$ cat src/rtl/icache_refill_bridge_pkg.sv
// Shared sizing, types and helpers for the icache refill bridge.
// Line-error propagation is enabled by defining ICACHE_REFILL_ERR_EN.
package icache_refill_bridge_pkg;

    localparam int ENTRY_NUM                = 8;
    localparam int ENTRY_ID_WIDTH           = $clog2(ENTRY_NUM);
    localparam int ADDR_WIDTH               = 32;
    localparam int LINE_WIDTH               = 512;
    localparam int BEAT_WIDTH               = 128;
    localparam int ICACHE_REFILL_BEATS      = LINE_WIDTH / BEAT_WIDTH;
    localparam int ICACHE_LINE_OFFSET_WIDTH = $clog2(LINE_WIDTH / 8);
    localparam int BEAT_CNT_WIDTH           = $clog2(ICACHE_REFILL_BEATS);

    localparam logic [BEAT_CNT_WIDTH-1:0] LAST_BEAT = BEAT_CNT_WIDTH'(ICACHE_REFILL_BEATS - 1);

    typedef struct packed {
        logic [ENTRY_ID_WIDTH-1:0] tag;
        logic [BEAT_WIDTH-1:0]     data;
        logic                      last;
        logic                      err;
    } refill_beat_t;

    // Fabric reads always fetch whole lines, so the miss byte offset is discarded.
    function automatic logic [ADDR_WIDTH-1:0] line_align(input logic [ADDR_WIDTH-1:0] addr);
        return {addr[ADDR_WIDTH-1:ICACHE_LINE_OFFSET_WIDTH], {ICACHE_LINE_OFFSET_WIDTH{1'b0}}};
    endfunction

endpackage

$ cat src/rtl/icache_refill_assembler.sv
// Collects fabric beats into a cache line and holds the finished line on rxdat.
// With ICACHE_REFILL_ERR_EN a sticky per-line error flag is carried to rxdat_err.
module icache_refill_assembler
    import icache_refill_bridge_pkg::*;
(
    input  logic                      clk,
    input  logic                      rst_n,
    input  logic                      beat_we,
    input  logic [ENTRY_ID_WIDTH-1:0] beat_tag,
    input  logic [BEAT_WIDTH-1:0]     beat_data,
    input  logic                      beat_err,
    output logic [BEAT_CNT_WIDTH-1:0] beat_cnt,
    output logic [ENTRY_ID_WIDTH-1:0] line_tag,
    output logic                      line_done,
    output logic                      beat_rdy,
    output logic                      rxdat_vld,
    input  logic                      rxdat_rdy,
    output logic [LINE_WIDTH-1:0]     rxdat_data,
    output logic [ENTRY_ID_WIDTH-1:0] rxdat_entry_id,
    output logic                      rxdat_err
);

    logic [LINE_WIDTH-1:0] line_buf;
    logic [LINE_WIDTH-1:0] line_next;

    // A beat may only land if a finished line will not be stranded by it.
    assign beat_rdy  = !rxdat_vld | rxdat_rdy;
    assign line_done = beat_we & (beat_cnt == LAST_BEAT);

    always_comb begin
        line_next = line_buf;
        line_next[int'(beat_cnt) * BEAT_WIDTH +: BEAT_WIDTH] = beat_data;
    end

    always_ff @(posedge clk or negedge rst_n) begin
        if (!rst_n) begin
            beat_cnt <= '0;
            line_tag <= '0;
            line_buf <= '0;
        end else if (beat_we) begin
            line_buf <= line_next;
            beat_cnt <= (beat_cnt == LAST_BEAT) ? '0 : beat_cnt + 1'b1;
            if (beat_cnt == '0) begin
                line_tag <= beat_tag;
            end
        end
    end

    // A new line completing in the handshake cycle simply replaces the old one.
    always_ff @(posedge clk or negedge rst_n) begin
        if (!rst_n) begin
            rxdat_vld      <= 1'b0;
            rxdat_data     <= '0;
            rxdat_entry_id <= '0;
        end else if (line_done) begin
            rxdat_vld      <= 1'b1;
            rxdat_data     <= line_next;
            rxdat_entry_id <= beat_tag;
        end else if (rxdat_rdy) begin
            rxdat_vld <= 1'b0;
        end
    end

`ifdef ICACHE_REFILL_ERR_EN
    logic err_flag;

    always_ff @(posedge clk or negedge rst_n) begin
        if (!rst_n) begin
            err_flag  <= 1'b0;
            rxdat_err <= 1'b0;
        end else begin
            if (beat_we) begin
                err_flag <= (beat_cnt == LAST_BEAT) ? 1'b0 : (err_flag | beat_err);
            end
            if (line_done) begin
                rxdat_err <= err_flag | beat_err;
            end
        end
    end
`else
    logic err_unused;

    assign err_unused = beat_err;
    assign rxdat_err  = 1'b0;
`endif

endmodule

$ cat src/rtl/icache_refill_bridge.sv
// Forwards icache line-refill misses to the fabric and returns assembled lines by MSHR id.
// Define ICACHE_REFILL_ERR_EN to propagate fabric beat errors onto rxdat_err.
module icache_refill_bridge
    import icache_refill_bridge_pkg::*;
(
    input  logic                      clk,
    input  logic                      rst_n,
    input  logic                      txreq_vld,
    output logic                      txreq_rdy,
    input  logic [ADDR_WIDTH-1:0]     txreq_addr,
    input  logic [ENTRY_ID_WIDTH-1:0] txreq_entry_id,
    output logic                      fab_req_vld,
    input  logic                      fab_req_rdy,
    output logic [ADDR_WIDTH-1:0]     fab_req_addr,
    output logic [ENTRY_ID_WIDTH-1:0] fab_req_tag,
    input  logic                      fab_rsp_vld,
    output logic                      fab_rsp_rdy,
    input  logic [ENTRY_ID_WIDTH-1:0] fab_rsp_tag,
    input  logic [BEAT_WIDTH-1:0]     fab_rsp_data,
    input  logic                      fab_rsp_last,
    input  logic                      fab_rsp_err,
    output logic                      rxdat_vld,
    input  logic                      rxdat_rdy,
    output logic [LINE_WIDTH-1:0]     rxdat_data,
    output logic [ENTRY_ID_WIDTH-1:0] rxdat_entry_id,
    output logic                      rxdat_err,
    output logic [ENTRY_ID_WIDTH:0]   outstanding_cnt,
    output logic                      protocol_err
);

    refill_beat_t              rsp_beat;
    logic [ENTRY_NUM-1:0]      inflight_q;
    logic [ENTRY_NUM-1:0]      inflight_clr;
    logic [ENTRY_NUM-1:0]      inflight_set;
    logic [ENTRY_NUM-1:0]      inflight_next_clear;
    logic                      req_q_vld;
    logic [ADDR_WIDTH-1:0]     req_q_addr;
    logic [ENTRY_ID_WIDTH-1:0] req_q_tag;
    logic                      req_fire;
    logic                      rsp_fire;
    logic                      beat_we;
    logic                      line_done;
    logic                      tag_idle;
    logic                      tag_switch;
    logic                      last_bad;
    logic [BEAT_CNT_WIDTH-1:0] beat_cnt;
    logic [ENTRY_ID_WIDTH-1:0] line_tag;

    assign rsp_beat = '{tag: fab_rsp_tag, data: fab_rsp_data, last: fab_rsp_last, err: fab_rsp_err};

    // Clear and set are kept in separate processes: the request handshake
    // looks at the clear so an id finishing this cycle can be reused at once.
    always_comb begin
        inflight_clr = '0;
        if (line_done) begin
            inflight_clr[rsp_beat.tag] = 1'b1;
        end
    end

    always_comb begin
        inflight_set = '0;
        if (req_fire) begin
            inflight_set[txreq_entry_id] = 1'b1;
        end
    end

    assign inflight_next_clear = inflight_q & ~inflight_clr;
    assign txreq_rdy = (!req_q_vld | fab_req_rdy) & !inflight_next_clear[txreq_entry_id];
    assign req_fire  = txreq_vld & txreq_rdy;

    assign fab_req_vld  = req_q_vld;
    assign fab_req_addr = req_q_addr;
    assign fab_req_tag  = req_q_tag;

    assign rsp_fire   = fab_rsp_vld & fab_rsp_rdy;
    assign tag_idle   = !inflight_q[rsp_beat.tag];
    assign tag_switch = (beat_cnt != '0) & (rsp_beat.tag != line_tag);
    assign last_bad   = rsp_beat.last != (beat_cnt == LAST_BEAT);
    assign beat_we    = rsp_fire & !tag_idle & !tag_switch;

    // Skid register: draining and refilling in one cycle keeps full throughput.
    always_ff @(posedge clk or negedge rst_n) begin
        if (!rst_n) begin
            req_q_vld  <= 1'b0;
            req_q_addr <= '0;
            req_q_tag  <= '0;
        end else if (req_fire) begin
            req_q_vld  <= 1'b1;
            req_q_addr <= line_align(txreq_addr);
            req_q_tag  <= txreq_entry_id;
        end else if (fab_req_rdy) begin
            req_q_vld <= 1'b0;
        end
    end

    always_ff @(posedge clk or negedge rst_n) begin
        if (!rst_n) begin
            inflight_q   <= '0;
            protocol_err <= 1'b0;
        end else begin
            inflight_q   <= inflight_next_clear | inflight_set;
            protocol_err <= rsp_fire & (tag_idle | tag_switch | last_bad);
        end
    end

    always_ff @(posedge clk or negedge rst_n) begin
        if (!rst_n) begin
            outstanding_cnt <= '0;
        end else begin
            case ({req_fire, line_done})
                2'b10:   outstanding_cnt <= outstanding_cnt + 1'b1;
                2'b01:   outstanding_cnt <= outstanding_cnt - 1'b1;
                default: outstanding_cnt <= outstanding_cnt;
            endcase
        end
    end

    icache_refill_assembler u_assembler (
        .clk            (clk),
        .rst_n          (rst_n),
        .beat_we        (beat_we),
        .beat_tag       (rsp_beat.tag),
        .beat_data      (rsp_beat.data),
        .beat_err       (rsp_beat.err),
        .beat_cnt       (beat_cnt),
        .line_tag       (line_tag),
        .line_done      (line_done),
        .beat_rdy       (fab_rsp_rdy),
        .rxdat_vld      (rxdat_vld),
        .rxdat_rdy      (rxdat_rdy),
        .rxdat_data     (rxdat_data),
        .rxdat_entry_id (rxdat_entry_id),
        .rxdat_err      (rxdat_err)
    );

endmodule

$ cat config.mk
export PLATFORM = sky130hd
export DESIGN_NAME = icache_refill_bridge
export DESIGN_NICKNAME = d
export VERILOG_FILES = /design/src/rtl/icache_refill_bridge_pkg.sv /design/src/rtl/icache_refill_assembler.sv /design/src/rtl/icache_refill_bridge.sv
export SDC_FILE = /design/constraint.sdc
export NUM_CORES = 2
export LEC_CHECK = 0
export CAP_MARGIN = 20
export CORE_AREA = 4 4 283 285
export CTS_CLUSTER_SIZE = 8
export DETAILED_ROUTE_END_ITERATION = 16
export DIE_AREA = 0 0 287 289
export HOLD_SLACK_MARGIN = 0.03
export PLACE_DENSITY = 0.76
export SETUP_SLACK_MARGIN = 0.02
export SLEW_MARGIN = 25
export SYNTH_ARGS = -nofsm -noshare
export SYNTH_HDL_FRONTEND = slang
export SYNTH_HIERARCHICAL = 1
export SYNTH_SLANG_ARGS = --single-unit
$ cat constraint.sdc
create_clock -name clk -period 5.1 [get_ports clk]
set_clock_uncertainty 0.15 [all_clocks]
set_input_delay 0.765 -clock clk [delete_from_list [all_inputs] [get_ports clk]]
set_output_delay 0.765 -clock clk [all_outputs]
set_load 0.005 [all_outputs]
==> key figures <==
Status
  – Status: finished clean

Timing
  – Fin crit period: 4.87 ns
  – Period utilization: 0.955
  – RSZ-0062 raised after global routing: false
  – Max-slew headroom: 0.173
  – Worst slew pin tran: 1.24 ns
  – Highest clock rate: 205 MHz
  – Fin. Hold Viols: 0
  – Setup violations, final: 0
  – Worst setup margin: 0.229 ns
  – Setup TNS: 0 ns
  – Max Slew Vio Count: 0

Clock network
  – Max Root-Sink Buffers: 3
  – Clk slew on worst S/H paths: 0.05 ns
  – CTS Sinks: 948
  – Clk_lat worst skew: 0.72 ns
  – Post-CTS setup buffers: 0
  – Root buf cell: clkbuf_16
  – CTS tree: done
  – CTS H-tree lvls: 4
  – TritonCTS buffer count: 137

Placement
  – Dpl cell area: 0.0454 mm²
  – Post-Place Worst Slack: 0.0280 ns
  – IO buf count: 719
  – Placer Congestion: 0.878
  – Post-DP HPWL: 77400 µm

GRT
  – Global-route wire length before repair: 193000 µm
  – Pin count of the biggest net entering global routing: 194
  – Initial antenna violation count: 3
  – Remaining global-route overflow: 0
  – Vias in the first global route: 30682
  – Total GRT Usage: 0.301

Floorplan
  – Die Width: 287 µm
  – Starting Density: 0.488
  – Die area: 0.0829 mm²
  – # IOs: 734
  – Core box area: 0.0773 mm²
  – Die Y: 289 µm
  – Row Count: 102

Yosys
  – Syn Std Cell Area: 0.0378 mm²
  – Post-synth top flop: dfrtp_1
  – Commonest cells in the netlist: dfrtp_1 (948), a22o_1 (503), a221o_1 (366)
  – Yosys reg bits: 948
  – EDFF count, synth: 0
  – Most frequent cell after synthesis: dfrtp_1
  – Top cells by area, synth: dfrtp_1 (63%), a22o_1 (12%), a221o_1 (9.7%), and3_1 (5.0%), clkbuf_1 (2.0%)
  – Area leader, netlist: dfrtp_1
  – Synth warn: 6
  – Yosys cell types: 55
  – Async set-reset flop share out of synthesis: 1.00
  – Post-Synthesis Cells: 2856
  – Post-synth top area share: 0.628
  – Avg Inst Size Synth: 13.2 µm²
  – Post-synthesis sequential area ratio: 0.628

Final layout
  – Layout cells sized above 1: 0.0829
  – Sequential cell area: 0.0237 mm²
  – Util after Layout: 0.636
  – Design Area, Final: 0.0492 mm²
  – # fillers: 5617
  – Area of the multi-input gates: 0.0123 mm²
  – Syn-to-layout area delta: 30.3%
  – Nets: 3543

Setup path
  – CP Cell Sequence: clkdlybuf4s50_1 > mux2i_1 > mux4_2 > nor3_2 > nand2_4 > inv_8 > buf_4 > and4b_1 > o221ai_1 > a221oi_2 > and2_1 > clkdlybuf4s50_1
  – Crit path max-delay cell type: clkdlybuf4s50_1
  – Kind of critical path: in -> out
  – CP Buf/Inv Count: 4
  – Worst Path Required: 4.18 ns
  – Critical path peak fanout: 6
  – CP arrival: 3.96 ns
  – Worst path max stage delay: 0.64 ns
  – Cell family with most CP delay: buffers and inverters
  – Most used cell, CP: clkdlybuf4s50_1
  – Crit start category: input pin
  – Reg2Reg Setup Slack: 1.14 ns
  – Crit. End Element: primary output

Power and ir drop
  – Leak: 0.0235 µW
  – Worst IR Drop VDD: 322 µV
  – PwrDens: 590 mW/mm²

Routing
  – Drt pass-1 iters: 7
  – DRT Wirelength: 128000 µm
  – Wirelength per Cell: 28.9 µm
  – Total number of vias: 29122
  – Initial DRC count: 2867
  – Drt via density: 6.59
  – DR DRC count: 0
  – Antenna-violating nets left: 0

Flow run
  – Number of max-cap violations: 0

Min path
  – Worst Hold Class: reg -> reg
==> sequential cells by signal (all words and copies together), names as in the netlist, 2 cells and up <==
signal,flops
u_assembler/line_tag,3
fab_req_tag,3
u_assembler/rxdat_entry_id,3
outstanding_cnt,4
fab_req_addr,26
u_assembler/rxdat_data,512
u_assembler/line_buf,384
inflight_q,8
u_assembler/beat_cnt,2
==> report_power, final <==
part | switching (µW) | leakage, µW | total, µW | internal (µW)
clock network | 3310 | 0.00184 | 8170 | 4860
logic | 3830 | 0.00872 | 8770 | 4940
registers | 1750 | 0.0130 | 12100 | 10400
==> kinds of logic after synthesis <==
| group | share of synthesized area |
|---|---|
| buffers and inverters | 0.0486 |
| flip-flops | 0.628 |
| XOR/XNOR | 0.00186 |
| other | 0.000199 |
| multiplexers | 0.0140 |
| adder cells (fa/ha/maj) | 0.00318 |
| AO/OA/AOI/OAI | 0.226 |
| AND/OR/NAND/NOR | 0.0784 |
==> worst register-to-register path, stage by stage, from the launching register on <==
cell	delay, ns
dfrtp_1	0.38
mux2i_1	0.09
mux4_2	0.49
nor3_2	0.32
nand2_4	0.11
inv_8	0.07
buf_4	0.12
and4b_1	0.21
o221ai_1	0.14
a221oi_2	0.25
and3_2	0.25
inv_2	0.04
ha_1	0.21
ha_1	0.28
a21o_1	0.19
a21oi_1	0.19
xnor2_1	0.14
nor2_1	0.07
xor2_1	0.14
==> final timing paths <==
kind                                    start                           to  depth (start not counted)
setup / recovery               fab_rsp_tag[0]                    txreq_rdy                         12
hold / removal             outstanding_cnt[3]           outstanding_cnt[3]                          1
setup reg to reg                inflight_q[5]           outstanding_cnt[3]                         18
hold reg to reg            outstanding_cnt[3]           outstanding_cnt[3]                          1
max in group asynchronous               rst_n  u_assembler/rxdat_data[115]                          3
min in group asynchronous               rst_n           outstanding_cnt[0]                          2
==> through the flow <==
stage	hold WS [ns]	instances	power, µW
global route	0.347	4417	30300
floorplan	0.308	2861	15700
finish	0.321	4422	29100
global placement	0.315	4259	20400
detailed placement	0.314	4259	20800
CTS	0.325	4415	29100
==> layer usage <==
layer,wire length [µm],vias to the layer above,GRT usage
met5,0,-,0
met4,6350,0,0.149
met3,12600,309,0.0880
met2,61400,1707,0.484
met1,47700,15170,0.377
li1,-,11936,-
==> timing repair <==
action	in CTS	in global routing
endpoints found under the setup margin	0	1
hold endpoints to repair	71	0
resized for setup	0	1
hold buffers	1	0
==> cell type report <==
class                      instances  share of cell area
sequential                       948               0.482
multi-input combinational       1475               0.250
timing repair buffer             786               0.163
clock buffer                     139              0.0700
tap                             1040              0.0264
clock inverter                    16             0.00684
inverter                          12             0.00117
antenna                            6            0.000305
==> cells in the final DEF, fill, tap and decap left out, types with 3 or more instances in the layout <==
master / count
mux2_4: 26
xor2_1: 3
mux2_2: 6
nand2_4: 4
a221o_1: 366
inv_16: 3
inv_6: 3
nor2_1: 21
o21ai_0: 13
a22o_1: 503
xnor2_1: 5
nand2b_1: 9
clkdlybuf4s50_1: 718
mux2i_1: 5
a32o_1: 4
inv_1: 7
nor2b_1: 10
conb_1: 7
dfrtp_1: 948
diode_2: 6
buf_4: 41
buf_12: 22
and3_1: 299
o22ai_1: 15
ha_1: 6
clkinv_16: 6
nand2_1: 33
nor3b_1: 70
a21oi_1: 24
a21o_1: 6
clkbuf_16: 137
Note: power is estimated with default switching activity, not from simulation.
